--- src/rtl/io_spi_target.sv ---
// io_spi_target: SPI mode-0 target with RX/TX byte FIFOs on the dma_io bus and a daisy-chained read port.
// Define SPIS_FRAME_IRQ_EN to add the sticky frame_done flag and the frame-end interrupt source.
module io_spi_target #(
  parameter logic [13:0] BASE_ADR   = 14'h3200,
  parameter int          FIFO_DEPTH = 4
) (
  input  logic        clk,
  input  logic        rst_n,
  input  logic        dma_io_we,
  input  logic [13:0] dma_io_wadr,
  input  logic [31:0] dma_io_wdata,
  input  logic [13:0] dma_io_radr,
  input  logic        dma_io_radr_en,
  input  logic [31:0] dma_io_rdata_in,
  output logic [31:0] dma_io_rdata,
  input  logic        spis_sck,
  input  logic        spis_csn,
  input  logic        spis_mosi,
  output logic        spis_miso,
  output logic        spis_miso_en,
  output logic        spis_interrupt_1shot
);
  localparam int AW = $clog2(FIFO_DEPTH);
  localparam logic [AW:0] ONE = (AW+1)'(1);
  localparam logic [AW:0] FULL = (AW+1)'(FIFO_DEPTH);
  typedef enum logic {IDLE, SHIFT} state_t;
  state_t state_q, state_d;
  logic [1:0] sck_s, csn_s, mosi_s;
  logic sck_h, csn_h, sck_rise, sck_fall, csn_rise, csn_fall;
  logic enable, rx_irq_en, flush, frame_irq_en, frame_done, frame_irq;
  logic rx_overrun, tx_underrun;
  logic [7:0] shifter, tx_load, tx_head, rx_head;
  logic [2:0] bitcnt;
  logic [7:0] tx_mem [FIFO_DEPTH];
  logic [7:0] rx_mem [FIFO_DEPTH];
  logic [AW:0] tx_wp, tx_rp, rx_wp, rx_rp, tx_cnt, rx_cnt;
  logic tx_full, tx_empty, rx_full, rx_empty;
  logic start, frame_end, shift_en, byte_done;
  logic tx_pop_req, tx_pop, tx_push, rx_push, rx_pop;
  logic wr_tx, wr_st, wr_ctl, rd_hit, hit_q;
  logic [13:0] roff;
  logic [31:0] status, control, rxdata, rd_data, rdata_q;
  logic [23:0] unused_wdata;
  assign unused_wdata = dma_io_wdata[31:8];
  assign sck_rise = sck_s[1] & ~sck_h;
  assign sck_fall = ~sck_s[1] & sck_h;
  assign csn_rise = csn_s[1] & ~csn_h;
  assign csn_fall = ~csn_s[1] & csn_h;
  assign spis_miso_en = ~csn_s[1] & enable;
  // csn synchronizer idles high so the bus is not seen as busy out of reset
  always_ff @(posedge clk)
    if (!rst_n) begin
      sck_s  <= 2'b00;
      csn_s  <= 2'b11;
      mosi_s <= 2'b00;
      sck_h  <= 1'b0;
      csn_h  <= 1'b1;
    end else begin
      sck_s  <= {sck_s[0], spis_sck};
      csn_s  <= {csn_s[0], spis_csn};
      mosi_s <= {mosi_s[0], spis_mosi};
      sck_h  <= sck_s[1];
      csn_h  <= csn_s[1];
    end
  always_ff @(posedge clk)
    if (!rst_n) state_q <= IDLE;
    else state_q <= state_d;
  always_comb begin
    start     = enable && state_q == IDLE && csn_fall;
    frame_end = enable && state_q == SHIFT && csn_rise;
    shift_en  = enable && state_q == SHIFT && !csn_rise && sck_rise;
    state_d   = !enable ? IDLE : start ? SHIFT : frame_end ? IDLE : state_q;
  end
  assign byte_done  = shift_en && bitcnt == 3'd7;
  assign tx_pop_req = start || byte_done;
  assign tx_cnt   = tx_wp - tx_rp;
  assign rx_cnt   = rx_wp - rx_rp;
  assign tx_empty = tx_wp == tx_rp;
  assign rx_empty = rx_wp == rx_rp;
  assign tx_full  = tx_cnt == FULL;
  assign rx_full  = rx_cnt == FULL;
  assign tx_head  = tx_mem[tx_rp[AW-1:0]];
  assign rx_head  = rx_mem[rx_rp[AW-1:0]];
  assign tx_load  = tx_empty ? 8'hFF : tx_head;
  assign wr_tx  = dma_io_we && dma_io_wadr == BASE_ADR;
  assign wr_st  = dma_io_we && dma_io_wadr == BASE_ADR + 14'd2;
  assign wr_ctl = dma_io_we && dma_io_wadr == BASE_ADR + 14'd3;
  assign roff   = dma_io_radr - BASE_ADR;
  assign rd_hit = dma_io_radr_en && roff < 14'd4;
  // A same-cycle pop frees the slot a full FIFO would otherwise refuse
  assign rx_pop  = rd_hit && roff[1:0] == 2'd1 && !rx_empty;
  assign tx_pop  = tx_pop_req && !tx_empty;
  assign tx_push = wr_tx && (!tx_full || tx_pop);
  assign rx_push = byte_done && (!rx_full || rx_pop);
  always_ff @(posedge clk)
    if (!rst_n) begin
      shifter   <= 8'h00;
      bitcnt    <= 3'd0;
      spis_miso <= 1'b1;
    end else begin
      shifter   <= tx_pop_req ? tx_load : shift_en ? {shifter[6:0], mosi_s[1]} : shifter;
      bitcnt    <= start ? 3'd0 : shift_en ? bitcnt + 3'd1 : bitcnt;
      spis_miso <= start ? tx_load[7] : (state_q == SHIFT && sck_fall) ? shifter[7] : spis_miso;
    end
  always_ff @(posedge clk) begin
    if (tx_push) tx_mem[tx_wp[AW-1:0]] <= dma_io_wdata[7:0];
    if (rx_push) rx_mem[rx_wp[AW-1:0]] <= {shifter[6:0], mosi_s[1]};
  end
  always_ff @(posedge clk)
    if (!rst_n || flush) begin
      tx_wp <= '0;
      tx_rp <= '0;
      rx_wp <= '0;
      rx_rp <= '0;
    end else begin
      tx_wp <= tx_push ? tx_wp + ONE : tx_wp;
      tx_rp <= tx_pop ? tx_rp + ONE : tx_rp;
      rx_wp <= rx_push ? rx_wp + ONE : rx_wp;
      rx_rp <= rx_pop ? rx_rp + ONE : rx_rp;
    end
  always_ff @(posedge clk)
    if (!rst_n) begin
      enable               <= 1'b0;
      rx_irq_en            <= 1'b0;
      flush                <= 1'b0;
      rx_overrun           <= 1'b0;
      tx_underrun          <= 1'b0;
      spis_interrupt_1shot <= 1'b0;
    end else begin
      enable               <= wr_ctl ? dma_io_wdata[0] : enable;
      rx_irq_en            <= wr_ctl ? dma_io_wdata[1] : rx_irq_en;
      flush                <= wr_ctl && dma_io_wdata[2];
      rx_overrun           <= (rx_overrun && !(wr_st && dma_io_wdata[3])) || (byte_done && !rx_push);
      tx_underrun          <= (tx_underrun && !(wr_st && dma_io_wdata[4])) || (tx_pop_req && tx_empty);
      spis_interrupt_1shot <= (rx_push && rx_irq_en) || frame_irq;
    end
`ifdef SPIS_FRAME_IRQ_EN
  always_ff @(posedge clk)
    if (!rst_n) begin
      frame_irq_en <= 1'b0;
      frame_done   <= 1'b0;
    end else begin
      frame_irq_en <= wr_ctl ? dma_io_wdata[3] : frame_irq_en;
      frame_done   <= (frame_done && !(wr_st && dma_io_wdata[6])) || frame_end;
    end
  assign frame_irq = frame_end && frame_irq_en;
`else
  logic unused_frame_end;
  assign unused_frame_end = frame_end;
  assign frame_irq_en = 1'b0;
  assign frame_done   = 1'b0;
  assign frame_irq    = 1'b0;
`endif
  assign status  = {16'd0, 4'(tx_cnt), 4'(rx_cnt), 1'b0, frame_done, ~csn_s[1], tx_underrun,
                    rx_overrun, tx_empty, tx_full, ~rx_empty};
  assign control = {28'd0, frame_irq_en, flush, rx_irq_en, enable};
  assign rxdata  = rx_empty ? 32'd0 : {23'd0, 1'b1, rx_head};
  always_comb
    rd_data = roff[1:0] == 2'd0 ? 32'd0 : roff[1:0] == 2'd1 ? rxdata : roff[1:0] == 2'd2 ? status : control;
  always_ff @(posedge clk)
    if (!rst_n) begin
      hit_q   <= 1'b0;
      rdata_q <= 32'd0;
    end else begin
      hit_q   <= rd_hit;
      rdata_q <= rd_hit ? rd_data : rdata_q;
    end
  assign dma_io_rdata = hit_q ? rdata_q : dma_io_rdata_in;
endmodule
--- config.mk ---
export PLATFORM = sky130hd
export DESIGN_NAME = io_spi_target
export DESIGN_NICKNAME = d
export VERILOG_FILES = /design/src/rtl/io_spi_target.sv
export SDC_FILE = /design/constraint.sdc
export NUM_CORES = 1
export LEC_CHECK = 0
export ABC_AREA = 1
export CORE_ASPECT_RATIO = 0.75
export CORE_UTILIZATION = 50
export DETAILED_ROUTE_END_ITERATION = 12
export GPL_TIMING_DRIVEN = 0
export HOLD_SLACK_MARGIN = 0.03
export PLACE_DENSITY = 0.8
export SLEW_MARGIN = 20
export SYNTH_ARGS = -nofsm -noshare
export SYNTH_HDL_FRONTEND = slang
export SYNTH_SLANG_ARGS = --single-unit
--- constraint.sdc ---
create_clock -name clk -period 4.2 [get_ports clk]
set_input_delay 0.63 -clock clk [delete_from_list [all_inputs] [get_ports clk]]
set_output_delay 0.63 -clock clk [all_outputs]
set_load 0.02 [all_outputs]
# Word level (Yosys, flattened, before mapping)
# Memory sizes are Yosys's and may differ from the RTL's. A register that Yosys moved wholly into a read port is not among the register bits.
# Index checks and enable logic that the tools add are counted.
[totals]
mem_count = 2
mem_bits_ro = 0
register_bits = 72
output_inout_bits = 35
latch_bits = 0
ramBits = 64
wordCells = 120
input_bits = 99
[memory_table]
columns = ["name", "depth", "word_bits", "rd", "rd_ports_with_merged_regs", "write_ports", "line_no", "text"]
rows = [
  ["rx_mem", 4, 8, 1, 1, 1, "35", "logic [7:0] rx_mem [FIFO_DEPTH];"],
  ["tx_mem", 4, 8, 1, 1, 1, "34", "logic [7:0] tx_mem [FIFO_DEPTH];"],
]
[classes]
n_mul = 0
n_reduce_logical = 46
n_addsub = 8
n_eq_ne = 10
shift = 0
n_lt_le_gt_ge = 1
n_div = 0
bitwise_logic = 12
n_mux = 20
[op_table]
columns = ["cell", "count"]
rows = [
  ["$mux 15", 3],
  ["$eq 14x14->1 const B", 3],
  ["$mux 32", 1],
  ["$logic_and 1x1->1", 25],
  ["$mux 8", 3],
  ["$add 3x1->3 const B", 5],
  ["$lt 14x3->1 const B", 1],
  ["$sub 14x14->14 const B", 1],
  ["$eq 3x3->1 const B", 3],
  ["$logic_not 1->1", 9],
  ["$mux 9", 1],
  ["$mux 1", 8],
  ["$mux 2", 4],
  ["$not 1->1", 7],
  ["$eq 3x3->1", 2],
  ["$logic_or 1x1->1", 6],
  ["$reduce_bool 2->1", 3],
  ["$sub 3x3->3", 2],
  ["$and 1x1->1", 5],
  ["$eq 2x1->1 const B", 1],
  ["$eq 2x2->1 const B", 1],
  ["$logic_not 2->1", 1],
  ["$reduce_and 2->1", 1],
  ["$reduce_or 2->1", 1],
]

# Depth between registers and ports, before layout
# Gate-level depths: netlist (run 1).
[depth]
word_depth = 12
depth_mapped = 12

# Least setup slack after synthesis (run 1)
# Ideal clock, no wire load.
[synth_path]
kind = "input to register"
from = "input port dma_io_radr[9]"
to = "memory rx_mem[0][0], enable pin"
path_stages = 10
t_arrival_ps = 1937
setup_slack_ps = 1892
cell_sequence = "inv_1 ha_1 nand2_1 nor2_1 nand2_1 nor2_4 nand2_4 nand2_4 nand2_4 nor2_1"
[synth_via]
elab_chain_cells = 9
[synth_lines]
columns = ["element", "line_no", "text"]
rows = [
  ["from (decl)", "12", "input logic [13:0] dma_io_radr,"],
  ["$sub 14x14->14", "88", "assign roff = dma_io_radr - BASE_ADR;"],
  ["$lt 14x3->1", "89", "assign rd_hit = dma_io_radr_en && roff < 14'd4;"],
  ["$logic_and 1x1->1", "89", ""],
  ["$logic_and 1x1->1 (2 in a row)", "91", "assign rx_pop = rd_hit && roff[1:0] == 2'd1 && !rx_empty;"],
  ["$logic_or 1x1->1", "94", "assign rx_push = byte_done && (!rx_full || rx_pop);"],
  ["$logic_and 1x1->1", "94", ""],
  ["$mux 1", "107", "if (rx_push) rx_mem[rx_wp[AW-1:0]] <= {shifter[6:0], mosi_s[1]};"],
  ["$mux 1 (not written as such)", "107", ""],
  ["to (decl)", "35", ""],
]
# Every way passes these cells.

# Final worst setup path (run 1)
[layout_path]
from = "input port dma_io_radr[9]"
to = "memory rx_mem[2][5], enable pin"
# The elaborated chain is that of the path after synthesis.

==> key figures, run 1 <==
Run status
  • Run status: finished, final reports clean

Routing
  • Mean routed wirelength per cell: 14.83 um
  • DRC violations left: 0
  • Remaining antenna violation count after routing: 0
  • Detailed-route wire length: roughly 14000 um
  • Number of vias per cell after detailed routing: ~5.2
  • Number of vias after detailed routing: approximately 4800
  • First drt pass iteration count: 7
  • Number of DRC markers in iteration 0: 340

Clock tree
  • TritonCTS Buffers: 17
  • Cell at the root of the clock tree: clkbuf_16
  • Maximum count of clock buffers along a single path: 2
  • CTS tree: yes
  • Clock latency at the later pin of the worst-skew pair: about 0.41 ns
  • Number of gates resized after CTS: 0
  • Max H-tree Level: 4
  • Number of hold buffers added after CTS: 0
  • Clock slew at the register clock pins of the worst setup and hold paths: 0.05 ns
  • Number of setup buffers added after CTS: 0
  • Total number of clock tree sinks: between 100 and 150

Setup path
  • Dominant cell type by count on the critical path: nand2_4
  • Top fanout value on the critical path: 8
  • Critical path endpoint category: flip-flop
  • Critical path type: input pin to flip-flop
  • Req. time, crit path: 4.23 ns
  • CP Cell Sequence: clkdlybuf4s50_1, inv_1, ha_1, nand2_1, nor2_1, nand2_1, nor2_4, nand2_4, nand2_4, nand2_4, nor2_1
  • CP Launch Type: input pin
  • Cell with the largest stage delay on the worst path: nor2_1
  • Crit-path max cell delay: 0.63 ns
  • Data arrival time of the critical path: approximately 2.9 ns
  • Reg2Reg Setup Slack: between 1 and 1.5 ns

Floorplan
  • Die Outline Area: ~12000 um2
  • Width of the chip: roughly 130 um
  • DIE HEIGHT: 94.85 um
  • Core Rows: 33
  • Boundary pin count: between 100 and 150
  • Total core area: 11070 um2
  • Starting utilization of the core area: 0.5193

Synth
  • Unique masters post-synth: 44
  • Number of standard cells after synthesis: about 640
  • Total standard cell area after synthesis: 5747 um2
  • Fraction of registers with async set or reset after synthesis: 0
  • Number of synthesized flops with an enable pin: 64
  • Sequential fraction of the synthesis area: 0.5365
  • Synth Area per Inst: between 8 and 9 um2
  • Most frequently used flop master after synthesis: edfxtp_1
  • Flip-flop and latch count after synthesis: 122
  • Number of synthesis warnings: 0
  • Area contributors post-synth: edfxtp_1 33%, dfxtp_1 20%, nand2_1 10%
  • Syn nets: around 760
  • Cell type contributing the most total cell area after synthesis: edfxtp_1
  • Post-synth top area share: 0.3344

GRT
  • Remaining Overflow, GRT: 0
  • Wire length of the first global-routing pass: about 22000 um
  • Overall global routing resource usage: 0.2452
  • Vias in the first global route: roughly 4600
  • Antenna violations before repair: 0
  • Pin count of the biggest net entering global routing: 17

Min path
  • Worst hold-check path type: flip-flop to flip-flop

STA
  • Fin. Hold Viols: 0
  • Worst Tran Pin Value: 0.8747 ns
  • Worst Skew: between 0.007 and 0.008 ns
  • Setup tns final: 0 ns
  • Setup repair after global routing missed its margin: false
  • Share of the cycle needed by the critical path after routing: 0.6879
  • Final Setup Violations: 0
  • Min Clock Period, post-route: 2.889 ns
  • Max-slew violation count: 0
  • Tightest slew margin relative to the limit: 0.4147
  • Max Clock Freq: approximately 350 MHz
  • Worst hold-check slack: roughly 0.41 ns
  • Worst-case setup margin in the final layout: between 1 and 1.5 ns

Flow run
  • Max-cap violation count: 0

Cells and area
  • Filler Cells Inserted: approximately 790
  • Commonest non-fill, non-tap cell in the layout: nand2_1
  • Commonest cells after routing, fill and taps aside: 154 x nand2_1, 109 x clkdlybuf4s50_1, 85 x inv_1, 70 x nor2_1, 64 x edfxtp_1
  • Area Overhead vs Synth: 32.46%
  • Layout cells sized above 1: 0.1061
  • Number of nets in the layout: 887
  • Diode count: 0

Placement
  • Post-placement worst setup slack: approximately 0.91 ns
  • HPWL reported at the end of detailed placement: 9965 um
  • GP Congestion: ~0.83
  • Total of buffers placed on input and output ports: between 100 and 150

Pwr
  • Peak supply drop: about 0.36 mV
  • Static power due to leakage: just over 3 nW
  • Cell area power density: around 380 nW/um2
-- critical path: cells and delay by family --
kind                       cells  cell delay (ns)
adders and majority gates      1             0.28
buffers and inverters          2             0.54
and+or+nand+nor                8             1.45
-- area by class of cell --
cell class / instances / area [um2] / area share
Sequential cell: 122 / 3083 / 0.4050
Inverter: 91 / 346.6 / 0.04553
Clock inverter: 15 / 173.9 / 0.02285
Buffer: 17 / 91.34 / 0.01200
Multi-Input combinational cell: 411 / 2226 / 0.2924
Tap cell: 140 / 175.2 / 0.02301
Timing Repair Buffer: 109 / 1091 / 0.1433
Clock buffer: 17 / 425.4 / 0.05588
-- flip-flops by register name (all words and copies together) (netlist names), 2 cells and up, named ones only --
signal	cells
bitcnt	3
csn_s	2
tx_mem	32
tx_wp	3
rx_rp	3
sck_s	2
rx_mem	32
shifter	8
rx_wp	3
tx_rp	3
mosi_s	2
rdata_q	14
-- path summary, 6_finish.rpt --
check	from	to	cells after the start
max reg2reg	tx_wp[0]	tx_mem[2][0]	9
min reg2reg	mosi_s[0]	mosi_s[1]	2
min	mosi_s[0]	mosi_s[1]	2
max	dma_io_radr[9]	rx_mem[2][5]	11
-- power by group --
part	leakage, nW	switching, W	total (W)	internal, W
registers	1.00	0.00000205	0.00125	0.00125
clock network	0.275	0.000532	0.00146	0.000931
logic	1.79	0.0000723	0.000174	0.000102
total	3.07	0.000607	0.00289	0.00228
-- stage by stage --
stage          area, um2    util  std cells  total power [W]
2_1_floorplan       5747       -        641         0.001337
3_3_place_gp        7013  0.6338        890         0.001449
3_5_place_dp        7013  0.6338        890         0.001452
4_1_cts             7612  0.6879        922         0.002903
5_1_grt             7612  0.6879        922         0.002969
6_report            7612  0.6879        922         0.002890
-- layer usage --
metal	wire length (um)	global-route usage	vias to the layer above
li1	-	-	2344
met1	6137	0.3106	2198
met2	6251	0.4194	201
met3	1126	0.06289	16
met4	162	0.06928	0
met5	0	0	-
-- kinds of logic (layout without fill, tap and decap cells) --
| logic type | count (synthesis) | in the layout | synth area share |
|---|---|---|---|
| DFF | 122 | 122 | 0.5365 |
| adders and majority gates | 19 | 19 | 0.04398 |
| xor gates and xnor gates | 5 | 5 | 0.007620 |
| and+or+nand+nor | 300 | 300 | 0.2367 |
| AOI/OAI and AO/OA | 73 | 73 | 0.07163 |
| muxes | 14 | 14 | 0.02743 |
| buffers and inverters | 108 | 249 | 0.07620 |
-- synth_stat cells, types with 2 or more instances --
cell type	n
a31oi_1	2
a21oi_1	27
nor2_4	5
clkbuf_1	6
nor3_1	3
inv_2	4
buf_2	7
ha_1	17
nand2_2	3
fa_1	2
o21ai_0	24
nor3_2	2
o21a_1	2
o2111ai_1	2
inv_1	85
o22ai_1	5
nor2_2	2
buf_6	2
nand3_1	43
dfxtp_1	58
a211oi_1	2
nand2_4	6
or2_2	3
xor2_1	4
nor2_1	70
edfxtp_1	64
mux2_2	14
nand2_1	154
o211ai_1	8
No activity file was read; power rests on OpenSTA's default activity.
==> run 2, diff against run 1 <==
--- a/config.mk
+++ b/config.mk
@@ -7,11 +7,11 @@
 export LEC_CHECK = 0
 export ABC_AREA = 1
 export CORE_ASPECT_RATIO = 0.75
-export CORE_UTILIZATION = 50
+export CORE_UTILIZATION = 45
 export DETAILED_ROUTE_END_ITERATION = 12
 export GPL_TIMING_DRIVEN = 0
 export HOLD_SLACK_MARGIN = 0.03
-export PLACE_DENSITY = 0.8
+export PLACE_DENSITY = 0.76
 export SLEW_MARGIN = 20
 export SYNTH_ARGS = -nofsm -noshare
 export SYNTH_HDL_FRONTEND = slang
==> constraint.sdc (replaced) <==
create_clock -name clk -period 2.34 [get_ports clk]
set_input_delay 0.351 -clock clk [delete_from_list [all_inputs] [get_ports clk]]
set_output_delay 0.351 -clock clk [all_outputs]
set_load 0.02 [all_outputs]
==> key figures, run 2 (synthesized netlist as in run 1, its figures left out) <==
Routing
  • Wire length on met2: 6628 um (was 6251 um)
  • Uppermost routed layer: met4 (unchanged)
  • DRC violations left: 0 (unchanged)
  • Mean routed wirelength per cell: 14.77 um (was 14.83 um)
  • Number of vias per cell after detailed routing: 5.007 (was 5.162)
  • Remaining antenna violation count after routing: 0 (unchanged)
  • Routed met1 length: 5884 um (was 6137 um)
  • Number of DRC markers in iteration 0: 388 (was 340)
  • First drt pass iteration count: 7 (unchanged)
  • Number of vias after detailed routing: 4772 (was 4759)
  • Detailed-route wire length: 14080 um (was 13680 um)
  • Routed length on met3: 1370 um (was 1126 um)

Floorplan
  • Width of the chip: 132.5 um (was 125.8 um)
  • Boundary pin count: 134 (unchanged)
  • Starting utilization of the core area: 0.4653 (was 0.5193)
  • DIE HEIGHT: 99.87 um (was 94.85 um)
  • Core Rows: 35 (was 33)
  • Die Outline Area: 13230 um2 (was 11930 um2)
  • Total core area: 12350 um2 (was 11070 um2)

Setup path
  • CP Launch Type: flip-flop (was input pin)
  • Top fanout value on the critical path: 10 (was 8)
  • Critical path endpoint category: output pin (was flip-flop)
  • Data arrival time of the critical path: 1.93 ns (was 2.92 ns)
  • Req. time, crit path: 1.99 ns (was 4.23 ns)
  • Critical path type: flip-flop to output pin (was input pin to flip-flop)

STA
  • Worst-case setup margin in the final layout: 0.05942 ns (was 1.311 ns)
  • Max Clock Freq: between 400 and 500 MHz
  • Worst hold-check slack: 0.4110 ns (was 0.4132 ns)
  • Max-slew violation count: 0 (unchanged)
  • Tightest slew margin relative to the limit: 0.5850 (was 0.4147)
  • Final Setup Violations: 0 (unchanged)
  • Worst Skew: 0.004661 ns (was 0.007964 ns)
  • Fin. Hold Viols: 0 (unchanged)
  • Min Clock Period, post-route: 2.281 ns
  • Share of the cycle needed by the critical path after routing: 0.9746
  • Worst Tran Pin Value: 0.6225 ns (was 0.8747 ns)

Run status
  • Run status: finished, final reports clean (unchanged)

Cells and area
  • Post-layout util: 0.6371 (was 0.6879)
  • Area taken by multi-input logic gates: 2297 um2 (was 2226 um2)
  • Layout cells sized above 1: 0.1347 (was 0.1061)
  • Post-route cell area: 7868 um2 (was 7612 um2)
  • Area Overhead vs Synth: 36.90% (was 32.46%)
  • FF/Latch Area: 3087 um2 (was 3083 um2)
  • Number of nets in the layout: 892 (was 887)
  • Diode count: 0 (unchanged)
  • Filler Cells Inserted: 965 (was 785)
  • Commonest cells after routing, fill and taps aside: 153 x nand2_1, 103 x clkdlybuf4s50_1, 84 x inv_1, 64 x edfxtp_1, 62 x nor2_1 (was 154 x nand2_1, 109 x clkdlybuf4s50_1, 85 x inv_1, 70 x nor2_1, 64 x edfxtp_1)
  • Commonest non-fill, non-tap cell in the layout: nand2_1 (unchanged)

Clock tree
  • Total number of clock tree sinks: 122 (unchanged)
  • Clock latency at the later pin of the worst-skew pair: 0.42 ns (was 0.41 ns)
  • Clock slew at the register clock pins of the worst setup and hold paths: 0.06 ns (was 0.05 ns)
  • Maximum count of clock buffers along a single path: 2 (unchanged)
  • Number of hold buffers added after CTS: 0 (unchanged)
  • Max H-tree Level: 4 (unchanged)
  • TritonCTS Buffers: 17 (unchanged)
  • CTS tree: yes (unchanged)
  • Cell at the root of the clock tree: clkbuf_16 (unchanged)

Placement
  • Total placed instance area: 7046 um2 (was 7013 um2)
  • Post-placement worst setup slack: -0.6435 ns (was 0.9137 ns)
  • HPWL reported at the end of detailed placement: 10220 um (was 9965 um)
  • Total of buffers placed on input and output ports: 109 (unchanged)
  • GP Congestion: 0.8463 (was 0.8349)

Pwr
  • Peak supply drop: 0.8708 mV (was 0.3602 mV)
  • Static power due to leakage: 3.195 nW (was 3.067 nW)
  • Cell area power density: 687.7 nW/um2 (was 379.7 nW/um2)

GRT
  • Overall global routing resource usage: 0.2212 (was 0.2452)
  • Vias in the first global route: 4681 (was 4605)
  • Remaining Overflow, GRT: 0 (unchanged)
  • Wire length of the first global-routing pass: 22270 um (about the same)
  • Antenna violations before repair: 0 (unchanged)
  • Pin count of the biggest net entering global routing: 17 (unchanged)

Min path
  • Worst hold-check path type: flip-flop to flip-flop (unchanged)

Flow run
  • Max-cap violation count: 0 (unchanged)
-- run 2: final cells by class --
class / count / area share
Timing Repair Buffer: 114 / 0.1501
Tap cell: 166 / 0.02640
Inverter: 91 / 0.04405
Multi-Input combinational cell: 411 / 0.2920
Clock buffer: 17 / 0.05407
Buffer: 17 / 0.01256
Clock inverter: 15 / 0.02847
Sequential cell: 122 / 0.3923
-- run 2: power by group --
| part | internal (W) | total (W) | switching (W) | leakage, nW |
|---|---|---|---|---|
| Sequential | 0.00225 | 0.00225 | 0.00000366 | 1.00 |
| Clock | 0.00189 | 0.00285 | 0.000962 | 0.301 |
| Combinational | 0.000182 | 0.000312 | 0.000130 | 1.89 |
-- run 2: timing repair --
item	4_1_cts	5_1_grt
setup buffers	3	2
pin swaps	4	1
resized for setup	14	19
endpoints found under the setup margin	85	80
-- run 2: critical path, stage by stage (launching register included) --
cell,delay (ns)
dfxtp_1,0.41
buf_4,0.22
mux2_2,0.34
clkdlybuf4s50_1,0.54
-- run 2: metrics by stage --
stage | TNS (ns) | instances | power, W
after floorplan | 0 | 641 | 0.002399
after global placement | -26.22 | 916 | 0.002601
after detailed placement | -31.25 | 916 | 0.002607
after CTS | -4.736 | 951 | 0.005443
after global routing | -0.1080 | 953 | 0.005558
final | 0 | 953 | 0.005411
-- run 2: metal layers --
metal,vias up,track usage
li1,2354,-
met1,2194,0.2648
met2,203,0.3749
met3,21,0.07879
met4,0,0.06985
met5,-,0
-- run 2: path summary, 6_finish.rpt --
path / from / to / slack, ns / depth (start not counted)
max: hit_q / dma_io_rdata[7] / 0.06 / 3
min: csn_s[0] / csn_s[1] / 0.41 / 1
min reg2reg: csn_s[0] / csn_s[1] / 0.41 / 1
max reg2reg: tx_wp[0] / tx_mem[2][6] / 0.10 / 10
==> run 3, diff against run 2 <==
--- a/config.mk
+++ b/config.mk
@@ -7,6 +7,7 @@
 export LEC_CHECK = 0
 export ABC_AREA = 1
 export CORE_ASPECT_RATIO = 0.75
+export CORE_MARGIN = 4
 export CORE_UTILIZATION = 45
 export DETAILED_ROUTE_END_ITERATION = 12
 export GPL_TIMING_DRIVEN = 0
==> key figures, run 3 (synthesized netlist as in run 1, its figures left out) <==
Run status
  • Run status: finished, final reports clean (unchanged)

GRT
  • Met2 Use GR: 0.3144 (was 0.3749)
  • Overall global routing resource usage: 0.1973 (was 0.2212)
  • Remaining Overflow, GRT: 0 (unchanged)
  • Global route hottest layer: met2 (unchanged)
  • Pin count of the biggest net entering global routing: 17 (unchanged)
  • Antenna violations before repair: 0 (unchanged)
  • Met3 Usage GRT: 0.05714 (was 0.07879)
  • Wire length of the first global-routing pass: 23090 um (was 22270 um)
  • Met1 Usage GRT: 0.2623 (was 0.2648)
  • Vias in the first global route: 4703 (was 4681)

Clock tree
  • Cell at the root of the clock tree: clkbuf_16 (unchanged)
  • Clock slew at the register clock pins of the worst setup and hold paths: 0.05 ns (was 0.06 ns)
  • Maximum count of clock buffers along a single path: 2 (unchanged)
  • Number of hold buffers added after CTS: 0 (unchanged)
  • TritonCTS Buffers: 17 (unchanged)
  • Max H-tree Level: 4 (unchanged)
  • CTS tree: yes (unchanged)
  • Clock latency at the later pin of the worst-skew pair: 0.41 ns (was 0.42 ns)
  • Total number of clock tree sinks: 122 (unchanged)

Routing
  • Mean routed wirelength per cell: 15.10 um (was 14.77 um)
  • Number of DRC markers in iteration 0: 388 (unchanged)
  • First drt pass iteration count: 5 (was 7)
  • Remaining antenna violation count after routing: 0 (unchanged)
  • Detailed-route wire length: 14360 um (was 14080 um)
  • DRC violations left: 0 (unchanged)
  • Number of vias after detailed routing: 4762 (was 4772)
  • Number of vias per cell after detailed routing: 5.007 (about the same)

Setup path
  • Count of cells along the worst register-to-register path: 9 (was 10)
  • CP Cell Sequence: buf_4, mux2_2, clkdlybuf4s50_1 (unchanged)
  • Critical path endpoint category: output pin (unchanged)
  • CP Launch Type: flip-flop (unchanged)
  • Crit-path max cell delay: 0.55 ns (was 0.54 ns)
  • Number of buffers and inverters on the critical path: 2 (unchanged)
  • Req. time, crit path: 1.99 ns (about the same)
  • Critical path type: flip-flop to output pin (unchanged)
  • Count of cell instances traversed by the critical path: 3 (unchanged)
  • Cell with the largest stage delay on the worst path: clkdlybuf4s50_1 (unchanged)
  • Dominant delay contributor by cell family on the critical path: buffers and inverters (unchanged)
  • Top fanout value on the critical path: 10 (unchanged)
  • Data arrival time of the critical path: 1.92 ns (was 1.93 ns)

Pwr
  • Power consumption: 0.005119 W (was 0.005411 W)
  • Static power due to leakage: 3.166 nW (was 3.195 nW)
  • Cell area power density: 657.1 nW/um2 (was 687.7 nW/um2)
  • Peak supply drop: 0.5104 mV (was 0.8708 mV)

Placement
  • HPWL reported at the end of detailed placement: 10550 um (was 10220 um)
  • GP Congestion: 0.8919 (was 0.8463)
  • Total placed instance area: 7046 um2 (unchanged)
  • Total of buffers placed on input and output ports: 109 (unchanged)

STA
  • Share of the cycle needed by the critical path after routing: 0.9723 (was 0.9746)
  • Min Clock Period, post-route: 2.275 ns (was 2.281 ns)
  • Worst Tran Pin Value: 0.6734 ns (was 0.6225 ns)
  • Final Setup Violations: 0 (unchanged)
  • Fin. Hold Viols: 0 (unchanged)
  • Worst Skew: 0.006931 ns (was 0.004661 ns)
  • Setup tns final: 0 ns (unchanged)
  • Tightest slew margin relative to the limit: 0.5511 (was 0.5850)
  • Worst hold-check slack: 0.4118 ns (was 0.4110 ns)
  • Max Clock Freq: 439.5 MHz (was 438.5 MHz)
  • Max-slew violation count: 0 (unchanged)

Cells and area
  • Layout cells sized above 1: 0.1287 (was 0.1347)
  • Area Overhead vs Synth: 35.58% (was 36.90%)
  • Commonest non-fill, non-tap cell in the layout: nand2_1 (unchanged)
  • Number of nets in the layout: 890 (was 892)
  • Filler Cells Inserted: 983 (was 965)
  • Commonest cells after routing, fill and taps aside: 153 x nand2_1, 103 x clkdlybuf4s50_1, 84 x inv_1, 64 x edfxtp_1, 62 x nor2_1 (unchanged)
  • Post-route cell area: 7791 um2 (was 7868 um2)
  • Post-layout util: 0.6287 (was 0.6371)
  • Diode count: 0 (unchanged)

Min path
  • Hold path depth: 2 (was 1)
  • Worst hold-check path type: flip-flop to flip-flop (unchanged)

Floorplan
  • Starting utilization of the core area: 0.4637 (was 0.4653)
  • Boundary pin count: 134 (unchanged)
  • DIE HEIGHT: 105.9 um (was 99.87 um)
  • Die Outline Area: 14660 um2 (was 13230 um2)
  • Core Rows: 35 (unchanged)
  • Width of the chip: 138.5 um (was 132.5 um)
  • Total core area: 12390 um2 (was 12350 um2)

Flow run
  • Max-cap violation count: 0 (unchanged)
-- run 3: path summary, 6_finish.rpt --
kind                                        end  slack [ns]       from
worst max-delay path            dma_io_rdata[5]        0.06      hit_q
worst min-delay path                  mosi_s[1]        0.41  mosi_s[0]
worst max register to register     tx_mem[0][1]        0.10   tx_wp[0]
worst min register to register        mosi_s[1]        0.41  mosi_s[0]
-- run 3: layout make-up --
type                       count  area, um2  area share
buffer                        17      98.84     0.01269
clock buffer                  18      429.2     0.05508
clock inverter                14      155.1     0.01991
inverter                      91      346.6     0.04448
multi-input combinational    411       2300      0.2952
sequential                   122       3088      0.3963
tap                          166      207.7     0.02666
timing repair buffer         112       1166      0.1497
-- run 3: metal layers --
layer / part of all wire / routed length [um]
met2: 0.46 / 6550
met4: 0.015 / 221
met5: 0 / 0
met3: 0.080 / 1143
met1: 0.45 / 6447
-- run 3: power by group --
part / leakage [nW] / internal (W) / switching (W)
Combinational: 1.88 / 0.000182 / 0.000132
Sequential: 1.00 / 0.00225 / 0.00000349
Clock: 0.284 / 0.00166 / 0.000900
Total: 3.17 / 0.00408 / 0.00104
-- run 3: through the flow --
step | worst slack [ns] | cells
5_1_grt | -0.006243 | 951
3_5_place_dp | -0.6288 | 916
3_3_place_gp | -0.5582 | 916
4_1_cts | -0.2092 | 948
6_report | 0.06490 | 951
2_1_floorplan | 0.06415 | 641
-- run 3: repair_timing --
| item | CTS | global route |
|---|---|---|
| pin swaps | 0 | 4 |
| buffers inserted | 0 | 3 |
| gates cloned | 0 | 0 |
| resized for setup | 14 | 20 |
| endpoints found under the setup margin | 83 | 82 |
-- run 3: worst min-delay path, stage by stage, from the launching register on --
cell,delay [ns]
dfxtp_1,0.30
nand2_1,0.04
inv_1,0.04
